--- config.mk ---
export PLATFORM = sky130hd
export DESIGN_NAME = multicycle_control
export DESIGN_NICKNAME = d
export VERILOG_FILES = /design/src/rtl/multicycle_control_pkg.sv /design/src/rtl/multicycle_control_mem_wait_timer.sv /design/src/rtl/multicycle_control.sv
export SDC_FILE = /design/constraint.sdc
export NUM_CORES = 1
export LEC_CHECK = 0
export BUFFER_PORTS_ARGS = -buffer_cell sky130_fd_sc_hd__clkbuf_2
export CORE_MARGIN = 2
export CORE_UTILIZATION = 49
export CTS_CLUSTER_SIZE = 8
export DETAILED_ROUTE_END_ITERATION = 7
export PLACE_DENSITY = 0.83
export SLEW_MARGIN = 20
export SYNTH_ARGS = -nofsm -noshare
export SYNTH_HDL_FRONTEND = slang
export SYNTH_SLANG_ARGS = --single-unit
--- constraint.sdc ---
create_clock -name clk -period 2 [get_ports clk]
set_input_delay 0.2 -clock clk [delete_from_list [all_inputs] [get_ports clk]]
set_output_delay 0.2 -clock clk [all_outputs]
set_load 0.01 [all_outputs]
--- src/rtl/multicycle_control_pkg.sv ---
// Shared types for the multi-cycle CPU controller: FSM state encoding,
// ALU/instruction opcodes and small opcode-class helpers.
package multicycle_control_pkg;

    typedef enum logic [2:0] {
        ST_RST    = 3'd0,
        ST_FETCH  = 3'd1,
        ST_DECODE = 3'd2,
        ST_EXEC   = 3'd3,
        ST_MEM    = 3'd4,
        ST_WB     = 3'd5,
        ST_HALT   = 3'd6
    } state_e;

    typedef enum logic [3:0] {
        OP_ADD  = 4'h0,
        OP_ADDI = 4'h1,
        OP_SUB  = 4'h2,
        OP_AND  = 4'h3,
        OP_OR   = 4'h4,
        OP_XOR  = 4'h5,
        OP_NOT  = 4'h6,
        OP_SLT  = 4'h7,
        OP_LSL  = 4'h8,
        OP_LSR  = 4'h9,
        OP_LDR  = 4'hA,
        OP_STR  = 4'hB,
        OP_BEQ  = 4'hC,
        OP_B    = 4'hD,
        OP_NOP  = 4'hE,
        OP_HALT = 4'hF
    } opcode_e;

    localparam int OPCODE_MSB = 15;
    localparam int OPCODE_LSB = 12;

    // Register-to-register and register-immediate ALU instructions (write back ALU result).
    function automatic logic is_alu_op(input opcode_e op);
        return (op <= OP_LSR);
    endfunction

    // Instructions whose ALU b operand is the sign-extended imm4 field.
    function automatic logic uses_imm(input opcode_e op);
        return (op == OP_ADDI) || (op == OP_LDR) || (op == OP_STR);
    endfunction

endpackage

--- src/rtl/multicycle_control_mem_wait_timer.sv ---
// Counts cycles a memory request waits for mem_ready; flags expiry when the
// current wait would be the TIMEOUT-th one.
module multicycle_control_mem_wait_timer #(
    parameter int unsigned TIMEOUT = 255
) (
    input  logic clk,
    input  logic rst_n,
    input  logic clear,
    input  logic enable,
    output logic expired
);

    localparam logic [7:0] LAST_WAIT = 8'(TIMEOUT - 1);

    logic [7:0] count_q;
    logic [7:0] count_d;

    always_comb begin
        count_d = count_q;
        if (clear) begin
            count_d = '0;
        end else if (enable) begin
            count_d = count_q + 8'd1;
        end
    end

    // A cycle with mem_ready never enables the timer, so a late completion always wins.
    assign expired = enable && !clear && (count_q == LAST_WAIT);

    always_ff @(posedge clk) begin
        if (!rst_n) begin
            count_q <= '0;
        end else begin
            count_q <= count_d;
        end
    end

endmodule

--- src/rtl/multicycle_control.sv ---
// Moore control FSM for the 16-bit multi-cycle CPU: fetch/decode/execute/
// memory/writeback sequencing, ALU opcode drive and memory req/ready handshake.
module multicycle_control
    import multicycle_control_pkg::*;
#(
    parameter int unsigned TIMEOUT = 255
) (
    input  logic        clk,
    input  logic        rst_n,
    input  logic [15:0] instr,
    input  logic        alu_zero,
    input  logic        mem_ready,
    output logic [3:0]  alu_op,
    output logic        alu_src_imm,
    output logic        mem_req,
    output logic        mem_we,
    output logic        mem_addr_sel,
    output logic        ir_write,
    output logic        pc_write,
    output logic        pc_src,
    output logic        reg_write,
    output logic        wb_sel_mem,
    output logic        halted,
    output logic        err_timeout
);

    state_e  state_q, state_d;
    logic    err_timeout_q, err_timeout_d;
    opcode_e opcode;
    logic    wait_clear, wait_en, wait_expired;
    logic    unused_instr_fields;

    assign opcode              = opcode_e'(instr[OPCODE_MSB:OPCODE_LSB]);
    assign unused_instr_fields = ^instr[OPCODE_LSB-1:0];

    // Leaving FETCH/MEM only happens on mem_ready or timeout, so clearing on
    // mem_ready and outside those states gives a zero count on every entry.
    assign wait_en    = mem_req && !mem_ready;
    assign wait_clear = mem_ready || !((state_q == ST_FETCH) || (state_q == ST_MEM));

    multicycle_control_mem_wait_timer #(
        .TIMEOUT (TIMEOUT)
    ) u_wait_timer (
        .clk     (clk),
        .rst_n   (rst_n),
        .clear   (wait_clear),
        .enable  (wait_en),
        .expired (wait_expired)
    );

    always_comb begin
        alu_op       = 4'h0;
        alu_src_imm  = 1'b0;
        mem_req      = 1'b0;
        mem_we       = 1'b0;
        mem_addr_sel = 1'b0;
        ir_write     = 1'b0;
        pc_write     = 1'b0;
        pc_src       = 1'b0;
        reg_write    = 1'b0;
        wb_sel_mem   = 1'b0;
        halted       = 1'b0;
        err_timeout  = 1'b0;
        case (state_q)
            ST_FETCH: begin
                mem_req  = 1'b1;
                ir_write = mem_ready;
                pc_write = mem_ready;
            end
            ST_EXEC: begin
                if (opcode <= OP_BEQ) begin
                    alu_op = opcode;
                end
                alu_src_imm = uses_imm(opcode);
                if (opcode == OP_BEQ) begin
                    pc_write = alu_zero;
                    pc_src   = 1'b1;
                end
                if (opcode == OP_B) begin
                    pc_write = 1'b1;
                    pc_src   = 1'b1;
                end
            end
            ST_MEM: begin
                alu_op       = opcode;
                alu_src_imm  = 1'b1;
                mem_req      = 1'b1;
                mem_addr_sel = 1'b1;
                mem_we       = (opcode == OP_STR);
            end
            ST_WB: begin
                reg_write  = 1'b1;
                wb_sel_mem = (opcode == OP_LDR);
                // No ALU result register: keep the ALU configured while its output is written back.
                if (is_alu_op(opcode)) begin
                    alu_op      = opcode;
                    alu_src_imm = uses_imm(opcode);
                end
            end
            ST_HALT: begin
                halted      = 1'b1;
                err_timeout = err_timeout_q;
            end
            default: ;
        endcase
    end

    always_comb begin
        state_d       = state_q;
        err_timeout_d = err_timeout_q;
        case (state_q)
            ST_RST:    state_d = ST_FETCH;
            ST_FETCH: begin
                if (mem_ready) begin
                    state_d = ST_DECODE;
                end else if (wait_expired) begin
                    state_d       = ST_HALT;
                    err_timeout_d = 1'b1;
                end
            end
            ST_DECODE: state_d = ST_EXEC;
            ST_EXEC: begin
                if (is_alu_op(opcode)) begin
                    state_d = ST_WB;
                end else begin
                    case (opcode)
                        OP_LDR, OP_STR:      state_d = ST_MEM;
                        OP_BEQ, OP_B, OP_NOP: state_d = ST_FETCH;
                        default:             state_d = ST_HALT;
                    endcase
                end
            end
            ST_MEM: begin
                if (mem_ready) begin
                    state_d = (opcode == OP_LDR) ? ST_WB : ST_FETCH;
                end else if (wait_expired) begin
                    state_d       = ST_HALT;
                    err_timeout_d = 1'b1;
                end
            end
            ST_WB:     state_d = ST_FETCH;
            ST_HALT:   state_d = ST_HALT;
            default:   state_d = ST_RST;
        endcase
    end

    always_ff @(posedge clk) begin
        if (!rst_n) begin
            state_q       <= ST_RST;
            err_timeout_q <= 1'b0;
        end else begin
            state_q       <= state_d;
            err_timeout_q <= err_timeout_d;
        end
    end

endmodule

==> run metrics, run 1 <==
run status=finished, final reports clean; main combinational cell family by area after synthesis=simple AND/OR/NAND/NOR gates; via count=around 830; HPWL Detailed=1.37 mm; Static Leak=~0.41 nW; cell taking the most area after synthesis=dfxtp_1; Compound-Gate Fraction of Synth Area=18.9%; Boundary Pins=35; maximum VDD drop=between 0.3 and 0.4 mV; xor-xnor portion of the synthesized cell area=under 10%; # hold bufs at CTS=0; commonest non-fill, non-tap cell in the layout=clkbuf_2; global-route wire length before repair=between 3 and 4 mm; count of final hold-check violations=0; Synth Area in Adders=3.18%; Synth Cell Area=around 800 sq um; Die Width=44.0 um; Synth area leaders=dfxtp_1, xor2_1, nor2_1; DRC viols=0; Final Setup Violations=0; clock root buffer master=clkbuf_4; Area Growth Syn to Fin=19.7%; Synth Net Count=~120; MaxCap Viol Count=0; worst path buffer plus inverter count=1; most frequent cells in the layout=clkbuf_2, nor2_1, dfxtp_1; crit-path cells=nand3b_1 > and2b_1 > nor4_1 > or3_1 > clkbuf_2; Slew Viols, Final=0; fmax=~0.55 GHz; fin util=62.5%; RSZ-0062 raised after global routing=false; crit path max fanout=9; sequential area share after synthesis=between 30% and 40%; H-tree depth=1; initial antenna violation count=0; initial drt markers=23; Arr. time, crit path=approximately 1600 ps; Initial Util=about 52%; Yosys reg bits=12; die area=0.00194 sq mm; pre-CTS setup slack=~380 ps; total grt overflow=0; Inserted Diodes=0; critical path launch point type=flip-flop; CTS tree=built; core area=0.00151 sq mm; Clock Skew=around 5.2 ps; vias in the first global route=approximately 700; slew at the pin closest to its max-slew limit=325 ps; Worst path top cell family by delay=simple AND/OR/NAND/NOR gates; Clock Sinks=12; clock slew at reported path FFs=approximately 70 ps; clock buffer depth=2; critical path required time=1800 ps; Crit Path Category=reg -> out; share of cells above drive strength 1=about 24%; row count=14; pin count of the biggest net entering global routing=13; post-synth top area share=between 30% and 40%; setup tns final=0 ps; Via-to-Cell Ratio=between 5 and 6; routed len/inst=around 13 um; CP max stage delay=400 ps; CP max stage cell=dfxtp_2; Routed Antenna Nets=0; GRT Total Usage=roughly 22%; RD Place Congestion=between 0.8 and 0.9; CP endpoint kind=primary output; Hold Path Class=in -> reg; Slew headroom=between 70% and 80%; Yosys cell types=36; die height=~44 um; # port buffers=22; Tcrit/Tclk final=91.5%; yosys warns=0; Final Worst Setup Slack=roughly 170 ps; multiplexer share of the synthesized area=0%; Post-Synth Simple-Gate Area=36.0%; power density cells=about 560 mW/mm^2; Mapped Cells=between 100 and 150; Overall Power=approximately 0.00053 W; Synth Area per Inst=7.70 sq um; Final min period=1830 ps; Clk Latency, worst-skew pair=roughly 280 ps; CTS Buf Count=3; Final #Nets=147; final wirelength=1.82 mm; drt pass-1 iters=4
## worst register-to-register path, cell delays in order (launching register included)
cell,delay (ps)
dfxtp_2,370
nand2b_1,220
a21oi_2,210
nand3_1,280
nor2_1,190
## state kept, by name, indices dropped and copies added (netlist names)
| name | cells |
|---|---|
| err_timeout_q | 1 |
| u_wait_timer.count_q | 8 |
| state_q | 3 |
## worst paths after layout
path,to,startpoint,depth (start not counted),slack [ps]
worst max-delay path,alu_src_imm,state_q[2],5,170
worst min-delay path,state_q[1],rst_n,3,190
worst max register to register,u_wait_timer.count_q[4],state_q[0],4,660
worst min register to register,err_timeout_q,err_timeout_q,2,450
## repair_timing
| item | 4_1_cts | 5_1_grt |
|---|---|---|
| buffers inserted | 0 | 0 |
| gates resized for setup | 0 | 2 |
| endpoints found under the setup margin | 0 | 5 |
## kinds of logic after synthesis
logic type / count (synthesis)
AOI/OAI and AO/OA: 21
xor gates and xnor gates: 6
adders and majority gates: 2
buffers and inverters: 9
DFF: 12
and+or+nand+nor: 52
## area by class of cell
cell class                      instances  area (sq um)
Tap cell                               16          20.0
Timing Repair Buffer                   23           118
Multi-Input combinational cell         81           509
Clock buffer                            4          36.3
Fill cell                             139           566
Sequential cell                        12           243
Inverter                                4          15.0
## cell usage after synthesis (all sizes together)
cell type / n
and2: 3
inv: 4
and2b: 1
o211ai: 2
and3b: 1
o32ai: 1
a31oi: 1
xnor2: 1
nand3: 6
nor3: 2
nand3b: 1
nand2b: 6
nand2: 7
o21a: 2
buf: 2
nor4: 2
a21boi: 2
o31ai: 2
and4: 1
and3: 3
nand4: 1
nor2b: 3
o31a: 1
ha: 2
nor4b: 1
or3: 1
dfxtp: 12
a32oi: 1
nor2: 11
a41oi: 2
a21oi: 5
xor2: 5
nor3b: 2
o21ai: 2
clkbuf: 3
## through the flow
step | std cells | instance area (sq um) | hold slack (ps)
6_report | 140 | 941 | 188
2_1_floorplan | 102 | 786 | 316
3_3_place_gp | 136 | 902 | 446
5_1_grt | 140 | 941 | 216
4_1_cts | 140 | 938 | 184
3_5_place_dp | 136 | 902 | 446
## where the power goes
part           switching [W]  internal (W)   total, W
registers         0.00000834      0.000244   0.000252
logic              0.0000490     0.0000322  0.0000812
clock network      0.0000844      0.000111   0.000195
## routing by layer
layer,track usage (%),vias to the layer above,part of all wire [%]
met3,5.31,5,6.6
li1,-,405,-
met5,0,-,0
met1,29.0,390,46
met2,32.9,25,46
met4,9.09,0,1.4
Note: power is estimated with default switching activity, not from simulation.
==> run 2: changes to the inputs <==
--- a/config.mk
+++ b/config.mk
@@ -7,11 +7,12 @@
 export LEC_CHECK = 0
 export BUFFER_PORTS_ARGS = -buffer_cell sky130_fd_sc_hd__clkbuf_2
 export CORE_MARGIN = 2
-export CORE_UTILIZATION = 49
+export CORE_UTILIZATION = 51
 export CTS_CLUSTER_SIZE = 8
 export DETAILED_ROUTE_END_ITERATION = 7
+export MAX_ROUTING_LAYER = met4
 export PLACE_DENSITY = 0.83
-export SLEW_MARGIN = 20
 export SYNTH_ARGS = -nofsm -noshare
 export SYNTH_HDL_FRONTEND = slang
+export SYNTH_HIERARCHICAL = 1
 export SYNTH_SLANG_ARGS = --single-unit
==> run metrics, run 2 <==
Largest regs=u_wait_timer/count_q x8, state_q x3, err_timeout_q x1 (was u_wait_timer.count_q x8, state_q x3, err_timeout_q x1); Slew Viols, Final=0 (unchanged); Clock Sinks=12 (unchanged); Synth Area per Inst=7.64 sq um (was 7.70 sq um); CP max stage delay=350 ps (was 400 ps); WHS Path Cells=2 (was 3); Overall Power=0.000523 W (was 0.000529 W); Routed Antenna Nets=0 (unchanged); count of final hold-check violations=0 (unchanged); crit path max fanout=16 (was 9); Async SR Flop Fraction=0% (unchanged); Worst path top cell family by delay=simple AND/OR/NAND/NOR gates (unchanged); Crit Path Category=reg -> out (unchanged); initial antenna violation count=0 (unchanged); RSZ-0062 raised after global routing=false (unchanged); pin count of the biggest net entering global routing=17 (was 13); critical path launch point type=flip-flop (unchanged); HPWL Detailed=1.43 mm (was 1.37 mm); vias in the first global route=739 (was 720); Area Growth Syn to Fin=14.7% (was 19.7%); Resized cells post-CTS=0 (unchanged); MaxCap Viol Count=0 (unchanged); H-tree depth=1 (unchanged); Setup Fix Bufs, Post-CTS=0 (unchanged); core area=0.00171 sq mm (was 0.00151 sq mm); fillers=158 (was 139); clock buffer depth=2 (unchanged); Yosys reg bits=12 (unchanged); most frequent cells in the layout=clkbuf_2, nor2_1, dfxtp_1 (unchanged); Tcrit/Tclk final=88.1% (was 91.5%); instance count on the critical path=5 (unchanged); critical path required time=1800 ps (about the same); Synth Net Count=141 (was 124); DRC viols=0 (unchanged); sequential area share after synthesis=26.4% (was 30.6%); Inserted Diodes=0 (unchanged); Mapped Cells=119 (was 102); number of flip-flops in the largest register=8 (unchanged); total grt overflow=0 (unchanged); maximum VDD drop=0.567 mV (was 0.382 mV); CP endpoint kind=primary output (unchanged); final wirelength=1.88 mm (was 1.82 mm); Slew headroom=75.8% (was 78.3%); Arr. time, crit path=1560 ps (was 1630 ps); Die Width=46.2 um (was 44.0 um); Initial Util=53.3% (was 52.2%); final instance area=0.00104 sq mm (was 941 sq um); initial drt markers=25 (was 23); setup tns final=0 ps (unchanged); Clk Latency, worst-skew pair=270 ps (was 280 ps); number of synthesized flops with an enable pin=0 (unchanged); via count=916 (was 825); Via-to-Cell Ratio=5.62 (was 5.89); post-synth top area share=26.4% (was 30.6%); # port buffers=22 (unchanged); power density cells=501 mW/mm^2 (was 562 mW/mm^2); die area=0.00214 sq mm (was 0.00194 sq mm); Synth Cell Area=910 sq um (was 786 sq um); die height=46.2 um (was 44.0 um); Biggest register=u_wait_timer/count_q (was u_wait_timer.count_q); Static Leak=0.458 nW (was 0.410 nW); most frequent cell after synthesis=nor2_1 (was dfxtp_1); placed cell areas=0.00102 sq mm (was 902 sq um); clock root buffer master=clkbuf_4 (unchanged); CTS Buf Count=3 (unchanged); row count=15 (was 14); Synth Flop Type=dfxtp_1 (unchanged); Boundary Pins=35 (unchanged); CP max stage cell=dfxtp_1 (was dfxtp_2); R2R cell count=8 (was 4); Yosys cell types=47 (was 36); crit-path cells=buf_4 > nand3b_4 > or3_1 > a21boi_1 > clkbuf_2 (was nand3b_1 > and2b_1 > nor4_1 > or3_1 > clkbuf_2); synth cell count leaders=nor2_1, dfxtp_1, nand2_1 (was dfxtp_1, nor2_1, nand2_1); GRT Total Usage=20.4% (was 21.5%); CTS tree=built (unchanged); share of cells above drive strength 1=26.1% (was 24.2%); run status=finished, final reports clean (unchanged); Hold Path Class=in -> reg (unchanged); cell taking the most area after synthesis=dfxtp_1 (unchanged); Final Setup Violations=0 (unchanged); RD Place Congestion=0.796 (was 0.885); slew at the pin closest to its max-slew limit=360 ps (was 325 ps); worst path buffer plus inverter count=2 (was 1); commonest non-fill, non-tap cell in the layout=clkbuf_2 (unchanged); Final min period=1760 ps (was 1830 ps); Final #Nets=162 (was 147); fmax=0.568 GHz (was 0.547 GHz); Synth area leaders=dfxtp_1, nor2_1, a21oi_1 (was dfxtp_1, xor2_1, nor2_1); yosys warns=6 (was 0); # hold bufs at CTS=0 (unchanged); global-route wire length before repair=3.11 mm (was 3.12 mm); drt pass-1 iters=4 (unchanged); clock slew at reported path FFs=60 ps (was 70 ps); routed len/inst=11.5 um (was 13.0 um); Clock Skew=4.30 ps (was 5.21 ps)
-- run 2: cell types whose count changed in the layout (fill, tap and decap cells not counted), sizes merged, moves of 3 or more --
cell	previous run	this run
buf	1	4
inv	4	7
nand2b	6	3
nand3	6	2
o21ai	2	6
or3	1	5
-- run 2: worst paths after layout --
path | from | slack, ps | end
setup reg to reg | state_q[0] | 260 | state_q[0]
setup / recovery | state_q[0] | 240 | alu_op[3]
hold / removal | rst_n | 210 | state_q[2]
hold reg to reg | err_timeout_q | 500 | err_timeout_q
-- run 2: cells by family (layout without fill, tap and decap cells) --
logic type      after synthesis  count (layout)  synth area share [%]
simple gates                 55              55                  35.6
mux                           1               1                  1.10
flops                        12              12                  26.4
compound gates               27              27                  19.8
xor+xnor                      5               5                  4.81
fa+ha+maj                     2               2                  2.75
buf+inv                      17              36                  9.49
-- run 2: cell type report --
cell class / instances / area [sq um] / share of cell area [%]
clock buffers: 3 / 22.5 / 2.16
well taps: 25 / 31.3 / 3.00
inverters: 7 / 26.3 / 2.52
multi-input cells: 90 / 583 / 55.9
repair buffers: 26 / 140 / 13.4
flip-flops and latches: 12 / 240 / 23.0
-- run 2: metal layers --
metal  wire [um]  GRT usage (%)
met3          88           6.27
met2         898           30.6
met4           6           4.00
met5           0              -
met1         886           27.0
-- run 2: power breakdown --
group,internal (W),switching [W],total [W]
registers,0.000244,0.00000377,0.000248
logic,0.0000546,0.0000774,0.000132
clock network,0.0000696,0.0000734,0.000143
total,0.000369,0.000155,0.000523
-- run 2: through the flow --
step	worst slack, ps	instances	utilization [%]	hold slack (ps)
after CTS	229	163	61.1	207
after detailed placement	264	160	59.8	482
after floorplan	217	119	-	328
after global placement	280	160	59.8	466
final	238	163	61.1	212
after global routing	97.5	163	61.1	221
